--- config.mk ---
export PLATFORM = sky130hd
export DESIGN_NAME = decode_stage
export DESIGN_NICKNAME = d
export VERILOG_FILES = /design/src/rtl/decode_stage_pkg.sv /design/src/rtl/decode_stage_comb.sv /design/src/rtl/decode_stage.sv
export SDC_FILE = /design/constraint.sdc
export NUM_CORES = 1
export LEC_CHECK = 0
export BUFFER_PORTS_ARGS = -buffer_cell sky130_fd_sc_hd__buf_4
export CAP_MARGIN = 20
export CORE_ASPECT_RATIO = 0.8
export CORE_MARGIN = 8
export CORE_UTILIZATION = 30
export DETAILED_ROUTE_END_ITERATION = 6
export GPL_ROUTABILITY_DRIVEN = 0
export PLACE_DENSITY = 0.54
export SETUP_SLACK_MARGIN = 0.3
export SYNTH_ARGS = -nofsm -noshare
export SYNTH_HDL_FRONTEND = slang
export SYNTH_SLANG_ARGS = --single-unit
--- constraint.sdc ---
create_clock -name clk -period 3.74 [get_ports clk]
set_input_delay 0.748 -clock clk [delete_from_list [all_inputs] [get_ports clk]]
set_output_delay 0.748 -clock clk [all_outputs]
set_load 0.02 [all_outputs]
--- src/rtl/decode_stage_pkg.sv ---
// Shared RV32I decode types: ALU operation enum, major opcodes and the decoded beat record.
// The legality helper is only used when DECODE_ILLEGAL_CHECK_EN is defined.
package rv_pkg;

    typedef enum logic [3:0] {
        ALU_ADD  = 4'd0,
        ALU_SUB  = 4'd1,
        ALU_AND  = 4'd2,
        ALU_OR   = 4'd3,
        ALU_XOR  = 4'd4,
        ALU_SLL  = 4'd5,
        ALU_SRL  = 4'd6,
        ALU_SRA  = 4'd7,
        ALU_SLT  = 4'd8,
        ALU_SLTU = 4'd9,
        ALU_EQ   = 4'd10,
        ALU_B    = 4'd11
    } alu_op_t;

    localparam logic [6:0] OPC_LUI    = 7'b0110111;
    localparam logic [6:0] OPC_AUIPC  = 7'b0010111;
    localparam logic [6:0] OPC_JAL    = 7'b1101111;
    localparam logic [6:0] OPC_JALR   = 7'b1100111;
    localparam logic [6:0] OPC_BRANCH = 7'b1100011;
    localparam logic [6:0] OPC_LOAD   = 7'b0000011;
    localparam logic [6:0] OPC_STORE  = 7'b0100011;
    localparam logic [6:0] OPC_OP_IMM = 7'b0010011;
    localparam logic [6:0] OPC_OP     = 7'b0110011;

    typedef struct packed {
        alu_op_t     alu_op;
        logic        a_sel;
        logic        b_sel;
        logic [31:0] imm;
        logic [4:0]  rs1;
        logic [4:0]  rs2;
        logic [4:0]  rd;
        logic        rd_we;
        logic        branch;
        logic        br_inv;
        logic        jump;
        logic        mem_rd;
        logic        mem_wr;
        logic [2:0]  funct3;
        logic        illegal;
    } decoded_t;

    // Returns 1 for encodings outside the RV32I base set handled by this decoder.
    function automatic logic illegal_encoding(input logic [31:0] instr);
        logic [6:0] f7;
        logic [2:0] f3;
        logic       bad;
        f7  = instr[31:25];
        f3  = instr[14:12];
        bad = (instr[1:0] != 2'b11);
        case (instr[6:0])
            OPC_LUI, OPC_AUIPC, OPC_JAL: ;
            OPC_JALR:   bad = bad | (f3 != 3'b000);
            OPC_BRANCH: bad = bad | (f3[2:1] == 2'b01);
            OPC_LOAD:   bad = bad | (f3 == 3'b011) | (f3 == 3'b110) | (f3 == 3'b111);
            OPC_STORE:  bad = bad | (f3[2] | (f3[1:0] == 2'b11));
            OPC_OP_IMM: begin
                if (f3 == 3'b001)
                    bad = bad | (f7 != 7'h00);
                else if (f3 == 3'b101)
                    bad = bad | ((f7 != 7'h00) && (f7 != 7'h20));
            end
            OPC_OP: begin
                if (f7 == 7'h20)
                    bad = bad | ((f3 != 3'b000) && (f3 != 3'b101));
                else
                    bad = bad | (f7 != 7'h00);
            end
            default: bad = 1'b1;
        endcase
        return bad;
    endfunction

endpackage

--- src/rtl/decode_stage_comb.sv ---
// Pure combinational RV32I decoder: instruction word -> decoded_t.
// DECODE_ILLEGAL_CHECK_EN adds illegal-encoding detection that squashes all enables.
module decode_comb
    import rv_pkg::*;
(
    input  logic [31:0] instr,
    output decoded_t    dec
);

    function automatic alu_op_t alu_from_funct(input logic [2:0] f3, input logic alt, input logic is_reg);
        case (f3)
            3'b000:  return (is_reg && alt) ? ALU_SUB : ALU_ADD;
            3'b001:  return ALU_SLL;
            3'b010:  return ALU_SLT;
            3'b011:  return ALU_SLTU;
            3'b100:  return ALU_XOR;
            3'b101:  return alt ? ALU_SRA : ALU_SRL;
            3'b110:  return ALU_OR;
            default: return ALU_AND;
        endcase
    endfunction

    logic [31:0] imm_i, imm_s, imm_b, imm_u, imm_j;

    assign imm_i = {{20{instr[31]}}, instr[31:20]};
    assign imm_s = {{20{instr[31]}}, instr[31:25], instr[11:7]};
    assign imm_b = {{19{instr[31]}}, instr[31], instr[7], instr[30:25], instr[11:8], 1'b0};
    assign imm_u = {instr[31:12], 12'b0};
    assign imm_j = {{11{instr[31]}}, instr[31], instr[19:12], instr[20], instr[30:21], 1'b0};

    always_comb begin
        dec        = '0;
        dec.alu_op = ALU_ADD;
        dec.rs1    = instr[19:15];
        dec.rs2    = instr[24:20];
        dec.rd     = instr[11:7];
        dec.funct3 = instr[14:12];
        case (instr[6:0])
            OPC_OP: begin
                dec.alu_op = alu_from_funct(instr[14:12], instr[30], 1'b1);
                dec.rd_we  = 1'b1;
            end
            OPC_OP_IMM: begin
                // I-format immediate already carries shamt in imm[4:0]
                dec.alu_op = alu_from_funct(instr[14:12], instr[30], 1'b0);
                dec.b_sel  = 1'b1;
                dec.imm    = imm_i;
                dec.rd_we  = 1'b1;
            end
            OPC_LUI: begin
                dec.alu_op = ALU_B;
                dec.b_sel  = 1'b1;
                dec.imm    = imm_u;
                dec.rd_we  = 1'b1;
            end
            OPC_AUIPC: begin
                dec.a_sel = 1'b1;
                dec.b_sel = 1'b1;
                dec.imm   = imm_u;
                dec.rd_we = 1'b1;
            end
            OPC_JAL: begin
                dec.a_sel = 1'b1;
                dec.b_sel = 1'b1;
                dec.imm   = imm_j;
                dec.jump  = 1'b1;
                dec.rd_we = 1'b1;
            end
            OPC_JALR: begin
                dec.b_sel = 1'b1;
                dec.imm   = imm_i;
                dec.jump  = 1'b1;
                dec.rd_we = 1'b1;
            end
            OPC_BRANCH: begin
                dec.imm    = imm_b;
                dec.branch = 1'b1;
                dec.br_inv = instr[12];
                case (instr[14:13])
                    2'b10:   dec.alu_op = ALU_SLT;
                    2'b11:   dec.alu_op = ALU_SLTU;
                    default: dec.alu_op = ALU_EQ;
                endcase
            end
            OPC_LOAD: begin
                dec.b_sel  = 1'b1;
                dec.imm    = imm_i;
                dec.mem_rd = 1'b1;
                dec.rd_we  = 1'b1;
            end
            OPC_STORE: begin
                dec.b_sel  = 1'b1;
                dec.imm    = imm_s;
                dec.mem_wr = 1'b1;
            end
            default: ;
        endcase
        if (instr[11:7] == 5'd0)
            dec.rd_we = 1'b0;
`ifdef DECODE_ILLEGAL_CHECK_EN
        if (illegal_encoding(instr)) begin
            dec.illegal = 1'b1;
            dec.rd_we   = 1'b0;
            dec.mem_rd  = 1'b0;
            dec.mem_wr  = 1'b0;
            dec.branch  = 1'b0;
            dec.jump    = 1'b0;
        end
`endif
    end

endmodule

--- src/rtl/decode_stage.sv ---
// Pipelined RV32I decode stage with a two-entry skid buffer and registered in_ready.
// Optional DECODE_ILLEGAL_CHECK_EN enables out_illegal reporting (see decode_comb).
module decode_stage
    import rv_pkg::*;
#(
    parameter int XLEN = 32
) (
    input  logic            clk,
    input  logic            rst_n,
    input  logic            in_valid,
    output logic            in_ready,
    input  logic [31:0]     in_instr,
    input  logic [XLEN-1:0] in_pc,
    input  logic            flush,
    output logic            out_valid,
    input  logic            out_ready,
    output logic [3:0]      out_alu_op,
    output logic            out_a_sel,
    output logic            out_b_sel,
    output logic [XLEN-1:0] out_imm,
    output logic [4:0]      out_rs1,
    output logic [4:0]      out_rs2,
    output logic [4:0]      out_rd,
    output logic            out_rd_we,
    output logic            out_branch,
    output logic            out_br_inv,
    output logic            out_jump,
    output logic            out_mem_rd,
    output logic            out_mem_wr,
    output logic [2:0]      out_funct3,
    output logic [XLEN-1:0] out_pc,
    output logic            out_illegal
);

    typedef enum logic [1:0] {ST_EMPTY, ST_ONE, ST_TWO} state_t;

    state_t          state_reg, state_next;
    logic            in_ready_reg;
    decoded_t        in_dec;
    decoded_t        main_dec_reg, skid_dec_reg;
    logic [XLEN-1:0] main_pc_reg, skid_pc_reg;
    logic            accept, drain;
    logic            load_main_in, load_main_skid, load_skid_in;

    decode_comb u_decode_comb (
        .instr (in_instr),
        .dec   (in_dec)
    );

    assign accept = in_valid && in_ready_reg;
    assign drain  = (state_reg != ST_EMPTY) && out_ready;

    always_comb begin
        state_next     = state_reg;
        load_main_in   = 1'b0;
        load_main_skid = 1'b0;
        load_skid_in   = 1'b0;
        if (flush) begin
            state_next = ST_EMPTY;
        end else begin
            case (state_reg)
                ST_EMPTY: if (accept) begin
                    state_next   = ST_ONE;
                    load_main_in = 1'b1;
                end
                ST_ONE: begin
                    if (accept && drain) begin
                        load_main_in = 1'b1;
                    end else if (accept) begin
                        state_next   = ST_TWO;
                        load_skid_in = 1'b1;
                    end else if (drain) begin
                        state_next = ST_EMPTY;
                    end
                end
                ST_TWO: if (drain) begin
                    state_next     = ST_ONE;
                    load_main_skid = 1'b1;
                end
                default: state_next = ST_EMPTY;
            endcase
        end
    end

    always_ff @(posedge clk or negedge rst_n) begin
        if (!rst_n) begin
            state_reg    <= ST_EMPTY;
            in_ready_reg <= 1'b1;
            main_dec_reg <= '0;
            skid_dec_reg <= '0;
            main_pc_reg  <= '0;
            skid_pc_reg  <= '0;
        end else begin
            state_reg    <= state_next;
            in_ready_reg <= (state_next != ST_TWO);
            if (load_main_in) begin
                main_dec_reg <= in_dec;
                main_pc_reg  <= in_pc;
            end else if (load_main_skid) begin
                main_dec_reg <= skid_dec_reg;
                main_pc_reg  <= skid_pc_reg;
            end
            if (load_skid_in) begin
                skid_dec_reg <= in_dec;
                skid_pc_reg  <= in_pc;
            end
        end
    end

    assign in_ready    = in_ready_reg;
    assign out_valid   = (state_reg != ST_EMPTY);
    assign out_alu_op  = main_dec_reg.alu_op;
    assign out_a_sel   = main_dec_reg.a_sel;
    assign out_b_sel   = main_dec_reg.b_sel;
    assign out_imm     = XLEN'(signed'(main_dec_reg.imm));
    assign out_rs1     = main_dec_reg.rs1;
    assign out_rs2     = main_dec_reg.rs2;
    assign out_rd      = main_dec_reg.rd;
    assign out_rd_we   = main_dec_reg.rd_we;
    assign out_branch  = main_dec_reg.branch;
    assign out_br_inv  = main_dec_reg.br_inv;
    assign out_jump    = main_dec_reg.jump;
    assign out_mem_rd  = main_dec_reg.mem_rd;
    assign out_mem_wr  = main_dec_reg.mem_wr;
    assign out_funct3  = main_dec_reg.funct3;
    assign out_pc      = main_pc_reg;
    assign out_illegal = main_dec_reg.illegal;

endmodule

==> metrics.md, run 1 <==
| Metric | Value |
|---|---|
| Number of synthesized register bits | 191 |
| Starting Density | 0.303 |
| Mapped Cells | just over 900 |
| Core area | 28100 µm² |
| Syn Nets | slightly below 1000 |
| Final wirelength | 26400 µm |
| RSZ-0062 raised after global routing | false |
| Critical Path RT | 4.11 ns |
| Initial antenna violation count | 0 |
| Vias post-DR | 7051 |
| Max reg flops | just over 60 |
| Detailed Place HPWL | 17800 µm |
| # port buffers | 164 |
| Post-CTS setup buffer count | 0 |
| CP Class | register to register |
| Die ar. | 34000 µm² |
| Die Span Y | 167 µm |
| Max Slew Vio Count | 0 |
| IO Pins | roughly 170 |
| Worst skew pair latency | 0.43 ns |
| # rows | 55 |
| Crit path launch type | register |
| Post-cts resize count | 0 |
| Layout area overhead | 24.9% |
| # DRC | 0 |
| Cell variety after synth | 67 |
| Worst-case vdd ir drop | 0.000322 V |
| Hold WC Path Type | primary input to async pin |
| First-pass GRT wire length | 41700 µm |
| FMAX | 421 MHz |
| Tmin final | ~2.4 ns |
| CTS H-tree lvls | 4 |
| Placed Area | 10000 µm² |
| Slowest-stage cell, CP | and3_2 |
| # diodes | 0 |
| Root Buffer Master | clkbuf_16 |
| Power density over cell area | ~510 nW/µm² |
| 1st-pass router iterations | 5 |
| Share of cells above drive strength 1 | 0.220 |
| Peak fanout along the critical path | 27 |
| Max-cap violations | 0 |
| Hold Vio Cnt, Final | 0 |
| Clock buffer depth | 2 |
| Worst-path cell chain | and3b_1 -> and3_2 -> o2111a_1 -> a221o_1 |
| Die width | about 200 µm |
| Final period utilization | 0.636 |
| Sequential area share after synthesis | 0.562 |
| Post-DR vias/cell | 4.92 |
| Largest net degree at the start of global routing | 98 |
| DRT iter0 DRCs | ~500 |
| Worst slew margin | 0.426 |
| Total power | 5.39 mW |
| Post-synth ARST share | 1.00 |
| Final instance area | 10600 µm² |
| CTS tree | done |
| WP buf/inv | 0 |
| Measured slew at the worst slew-check pin | between 0.8 and 0.9 ns |
| Leak Pwr | between 5 and 6 nW |
| Dpl ws | 1.06 ns |
| Vias in the first global route | between 6000 and 7000 |
| Final setup fails | 0 |
| Num CTS Buffers | 17 |
| Synth Warn # | 0 |
| Most common cell after layout, fill and taps aside | nand2_1 |
| R2r setup slk | 1.36 ns |
| Syn avg cell area | approximately 9.2 µm² |
| Post-Route Skew | 0.00730 ns |
| Status | completed |
| Fill count | 2880 |
| Max stage delay on crit path | 0.67 ns |
| Setup TNS | 0 ns |
| Post-route ant nets | 0 |
| Clk sinks | between 150 and 200 |
| Worst path arrival time | roughly 2.8 ns |
| Main synth FF type | dfrtp_1 |
| Most frequent cells in the layout | 301 x nand2_1, 190 x dfrtp_1, 174 x buf_4, 65 x nor2_1, 42 x o21ai_0 |
| Nets | 1119 |
| Total GRT Usage | 0.156 |
| Post-synth EDFFs | 0 |
| Post-CTS Hold Fix Bufs | 0 |
| Critical Path End Type | register |
| Clock-pin transition on the worst setup and hold timing paths | 0.07 ns |
| Setup ws final | 1.36 ns |
| Wire length per cell | 18.4 µm |
| Syn Std Cell Area | between 8000 and 9000 µm² |
| Gr ovfl total | 0 |
| Crit-path leading delay family | simple AND/OR/NAND/NOR gates |
[routing by layer]
metal,up-vias,global-route usage,wire length (µm)
li1,3399,-,-
met1,3421,0.227,12900
met2,214,0.223,11400
met3,17,0.0430,1760
met4,0,0.0397,334
met5,-,0,0
[Yosys cell counts, types with 4 or more instances]
library cell / n / area [µm²]
a211oi_1: 9 / 67.6
a21oi_1: 22 / 110
a221o_1: 8 / 80.1
a22o_1: 4 / 35.0
a22oi_1: 33 / 248
a31oi_1: 39 / 244
and2_1: 7 / 43.8
buf_2: 30 / 150
buf_4: 13 / 97.6
clkbuf_1: 22 / 82.6
dfrtp_1: 190 / 4750
inv_1: 11 / 41.3
nand2_1: 301 / 1130
nand2b_1: 5 / 31.3
nand3_1: 31 / 155
nor2_1: 65 / 244
nor2b_1: 5 / 31.3
o21ai_0: 42 / 210
o21ai_1: 4 / 20.0
o221ai_1: 8 / 70.1
o311ai_1: 4 / 35.0
[path summary, 6_finish.rpt]
check | startpoint | to | cells after the start
max reg2reg | in_ready$_DFF_PN1_ | skid_dec_reg[41]$_DFFE_PN0P_ | 4
max | in_ready$_DFF_PN1_ | skid_dec_reg[41]$_DFFE_PN0P_ | 4
max in group asynchronous | rst_n | out_br_inv$_DFFE_PN0P_ | 2
min reg2reg | out_rs1[1]$_DFFE_PN0P_ | out_rs1[1]$_DFFE_PN0P_ | 2
min in group clk | out_rs1[1]$_DFFE_PN0P_ | out_rs1[1]$_DFFE_PN0P_ | 2
min | rst_n | skid_dec_reg[30]$_DFFE_PN0P_ | 1
[cell type report]
type | instances | area [µm²] | area share
timing repair buffer | 178 | 1380 | 0.130
tap | 370 | 463 | 0.0436
clock inverter | 13 | 131 | 0.0124
clock buffer | 19 | 443 | 0.0417
multi-input combinational | 651 | 3380 | 0.318
sequential | 191 | 4780 | 0.450
inverter | 11 | 41.3 | 0.00389
[per-stage QoR]
| step | util | hold slack (ns) | cells |
|---|---|---|---|
| 2_1_floorplan | - | 0.446 | 920 |
| 3_3_place_gp | 0.358 | 0.457 | 1401 |
| 3_5_place_dp | 0.358 | 0.462 | 1401 |
| 4_1_cts | 0.378 | 0.361 | 1433 |
| 5_1_grt | 0.378 | 0.373 | 1433 |
| 6_report | 0.378 | 0.336 | 1433 |
[power by group]
group / switching [mW] / internal (mW) / total (mW)
Sequential: 0.187 / 2.38 / 2.57
Clock: 0.853 / 0.953 / 1.81
Combinational: 0.599 / 0.420 / 1.02
[cells by family after synthesis]
kind of cell / synth area share
AND/OR/NAND/NOR: 0.222
buffers and inverters: 0.0463
XOR/XNOR: 0.00103
other: 0.000441
multiplexers: 0.00368
flip-flops: 0.562
AO/OA/AOI/OAI: 0.164
No activity file was read; power rests on OpenSTA's default activity.
==> inputs of run 2 (changes only) <==
==> constraint.sdc (replaced) <==
create_clock -name clk -period 2.2 [get_ports clk]
set_input_delay 0.44 -clock clk [delete_from_list [all_inputs] [get_ports clk]]
set_output_delay 0.44 -clock clk [all_outputs]
set_load 0.02 [all_outputs]
==> metrics.md, run 2 (synthesis results as in run 1) <==
| Metric | Value |
|---|---|
| Status | completed |
| Peak fanout along the critical path | 8 |
| Hold WC Path Type | primary input to register |
| Clock buffer depth | 2 |
| Worst hold margin | 0.198 ns |
| Starting Density | 0.303 |
| Core area | 28100 µm² |
| Die width | 204 µm |
| R2r setup slk | 0.35 ns |
| Register Area | approximately 4800 µm² |
| Net Switching | approximately 2.8 mW |
| Post-route ant nets | 0 |
| Clock-pin transition on the worst setup and hold timing paths | 0.07 ns |
| Max-cap violations | 0 |
| DRT iter0 DRCs | 557 |
| Internal power component | 6.51 mW |
| Wire length per cell | 18.4 µm |
| Detailed Place HPWL | roughly 18000 µm |
| WP buf/inv | 0 |
| Multi-input combinational cell area | 3400 µm² |
| Fill count | 2842 |
| Root Buffer Master | clkbuf_16 |
| # DRC | 0 |
| Nets | around 1100 |
| Worst-path cell chain | and3b_2 -> and3_2 -> o2111a_1 -> a221o_1 |
| Initial antenna violation count | 0 |
| Clk sinks | 191 |
| Die Span Y | roughly 170 µm |
| Layout area overhead | 28.5% |
| Die ar. | 34000 µm² |
| Worst slew margin | 0.511 |
| Max Slew Vio Count | 0 |
| FMAX | 542 MHz |
| RR Startpoint | in_ready$_DFF_PN1_ |
| Post-DR vias/cell | between 4 and 5 |
| Max reg flops | 62 |
| CP Class | register to register |
| Share of cells above drive strength 1 | 0.234 |
| Slowest-stage cell, CP | dfstp_2 |
| RSZ-0062 raised after global routing | true |
| Post-CTS setup buffer count | 0 |
| Worst skew pair latency | 0.44 ns |
| Measured slew at the worst slew-check pin | 0.715 ns |
| Crit path launch type | register |
| Critical Path End Type | register |
| Crit path launch | in_ready$_DFF_PN1_ |
| Post-Route Skew | 0.0123 ns |
| Reg2Reg Depth | 4 |
| Final wirelength | approximately 27000 µm |
| 1st-pass router iterations | 5 |
| Final setup fails | 0 |
| Worst-case vdd ir drop | 0.000525 V |
| Worst path arrival time | 2.21 ns |
| Vias post-DR | 7217 |
| Most common cell after layout, fill and taps aside | nand2_1 |
| CP Capture Point | skid_dec_reg[41]$_DFFE_PN0P_ |
| Critical Path RT | 2.57 ns |
| Switching Share | 0.304 |
| FF-to-FF End | skid_dec_reg[41]$_DFFE_PN0P_ |
| Setup TNS | 0 ns |
| Tmin final | around 1.8 ns |
| First-pass GRT wire length | about 42000 µm |
| Largest net degree at the start of global routing | 59 |
| Hold Vio Cnt, Final | 0 |
| CTS H-tree lvls | 4 |
| WP depth | 4 |
| Vias in the first global route | 7225 |
| Clock power share | 0.343 |
| Final period utilization | 0.839 |
| # rows | 55 |
| CTS tree | done |
| Most frequent cells in the layout | 301 x nand2_1, 189 x dfrtp_1, 178 x buf_4, 65 x nor2_1, 42 x o21ai_0 |
| Num CTS Buffers | 17 |
| Power density over cell area | ~860 nW/µm² |
| Comb power frac | 0.190 |
| Total GRT Usage | 0.156 |
| Sequential power share | 0.467 |
| # diodes | 0 |
| Max stage delay on crit path | 0.54 ns |
| IO Pins | 166 |
| # port buffers | 164 |
| Leak Pwr | 5.30 nW |
| Crit-path leading delay family | compound AO/OA/AOI/OAI gates |
| Gr ovfl total | 0 |
[run 2: cell types whose count changed in the layout (fill, tap and decap cells not counted), sizes merged]
cell	previous run	this run
buf	177	193
clkinv	5	3
clkinvlp	2	3
dlygate4sd3	0	1
bufinv	1	2
clkbuf	20	18
inv	16	18
[run 2: repair_timing]
item | 4_1_cts | 5_1_grt
pin swaps | 1 | 0
endpoints found under the setup margin | 38 | 38
hold buffers | 1 | 0
gates resized for setup | 2 | 3
endpoints found under the hold margin | 31 | 0
[run 2: how the worst min path moves through the flow]
stage | depth (start not counted) | from | endpoint | slack, ns
global placement | 1 | rst_n | skid_dec_reg[31]$_DFFE_PN0P_ | 0.38
finish | 2 | flush | state_reg[0]$_DFF_PN0_ | 0.20
global route | 2 | flush | state_reg[0]$_DFF_PN0_ | 0.18
floorplan | 0 | rst_n | out_a_sel$_DFFE_PN0P_ | 0.14
CTS | 3 | in_pc[21] | skid_pc_reg[21]$_DFFE_PN0P_ | 0.18
detailed placement | 1 | rst_n | skid_dec_reg[31]$_DFFE_PN0P_ | 0.39
[run 2: layout make-up]
type	instances	area share
clock buffers	17	0.0389
repair buffers	195	0.151
clock inverters	15	0.0159
flip-flops and latches	191	0.437
well taps	370	0.0423
multi-input cells	651	0.311
inverters	11	0.00378
[run 2: per-stage QoR]
step                       util  instances  cell area [µm²]  setup slack (ns)  total power [mW]
after floorplan               -        920             8510             0.520              5.29
after global placement    0.367       1417            10300            0.0701              6.20
after detailed placement  0.367       1417            10300            0.0391              6.23
after CTS                 0.389       1450            10900             0.316              9.49
after global routing      0.389       1450            10900             0.255              9.83
final                     0.389       1450            10900             0.354              9.35
[run 2: worst register-to-register path: stages (launching register included)]
cell and delay [ns]:
dfstp_2 0.54, and3b_2 0.29, and3_2 0.30, o2111a_1 0.47, a221o_1 0.18
[run 2: power by group through the flow]
stage	registers, mW	logic (mW)	clock network, mW
after floorplan	4.66	0.638	0
after global placement	4.42	1.77	0
final	4.37	1.78	3.21
after CTS	4.36	1.81	3.31
after detailed placement	4.42	1.80	0
after global routing	4.44	1.97	3.42
[run 2: metal layers]
metal  up-vias  GRT usage  wire length, µm
met5         -          0                0
met1      3577      0.225            13000
met3        17     0.0382             1640
met2       177      0.230            11700
li1       3446          -                -
met4         0     0.0391              289
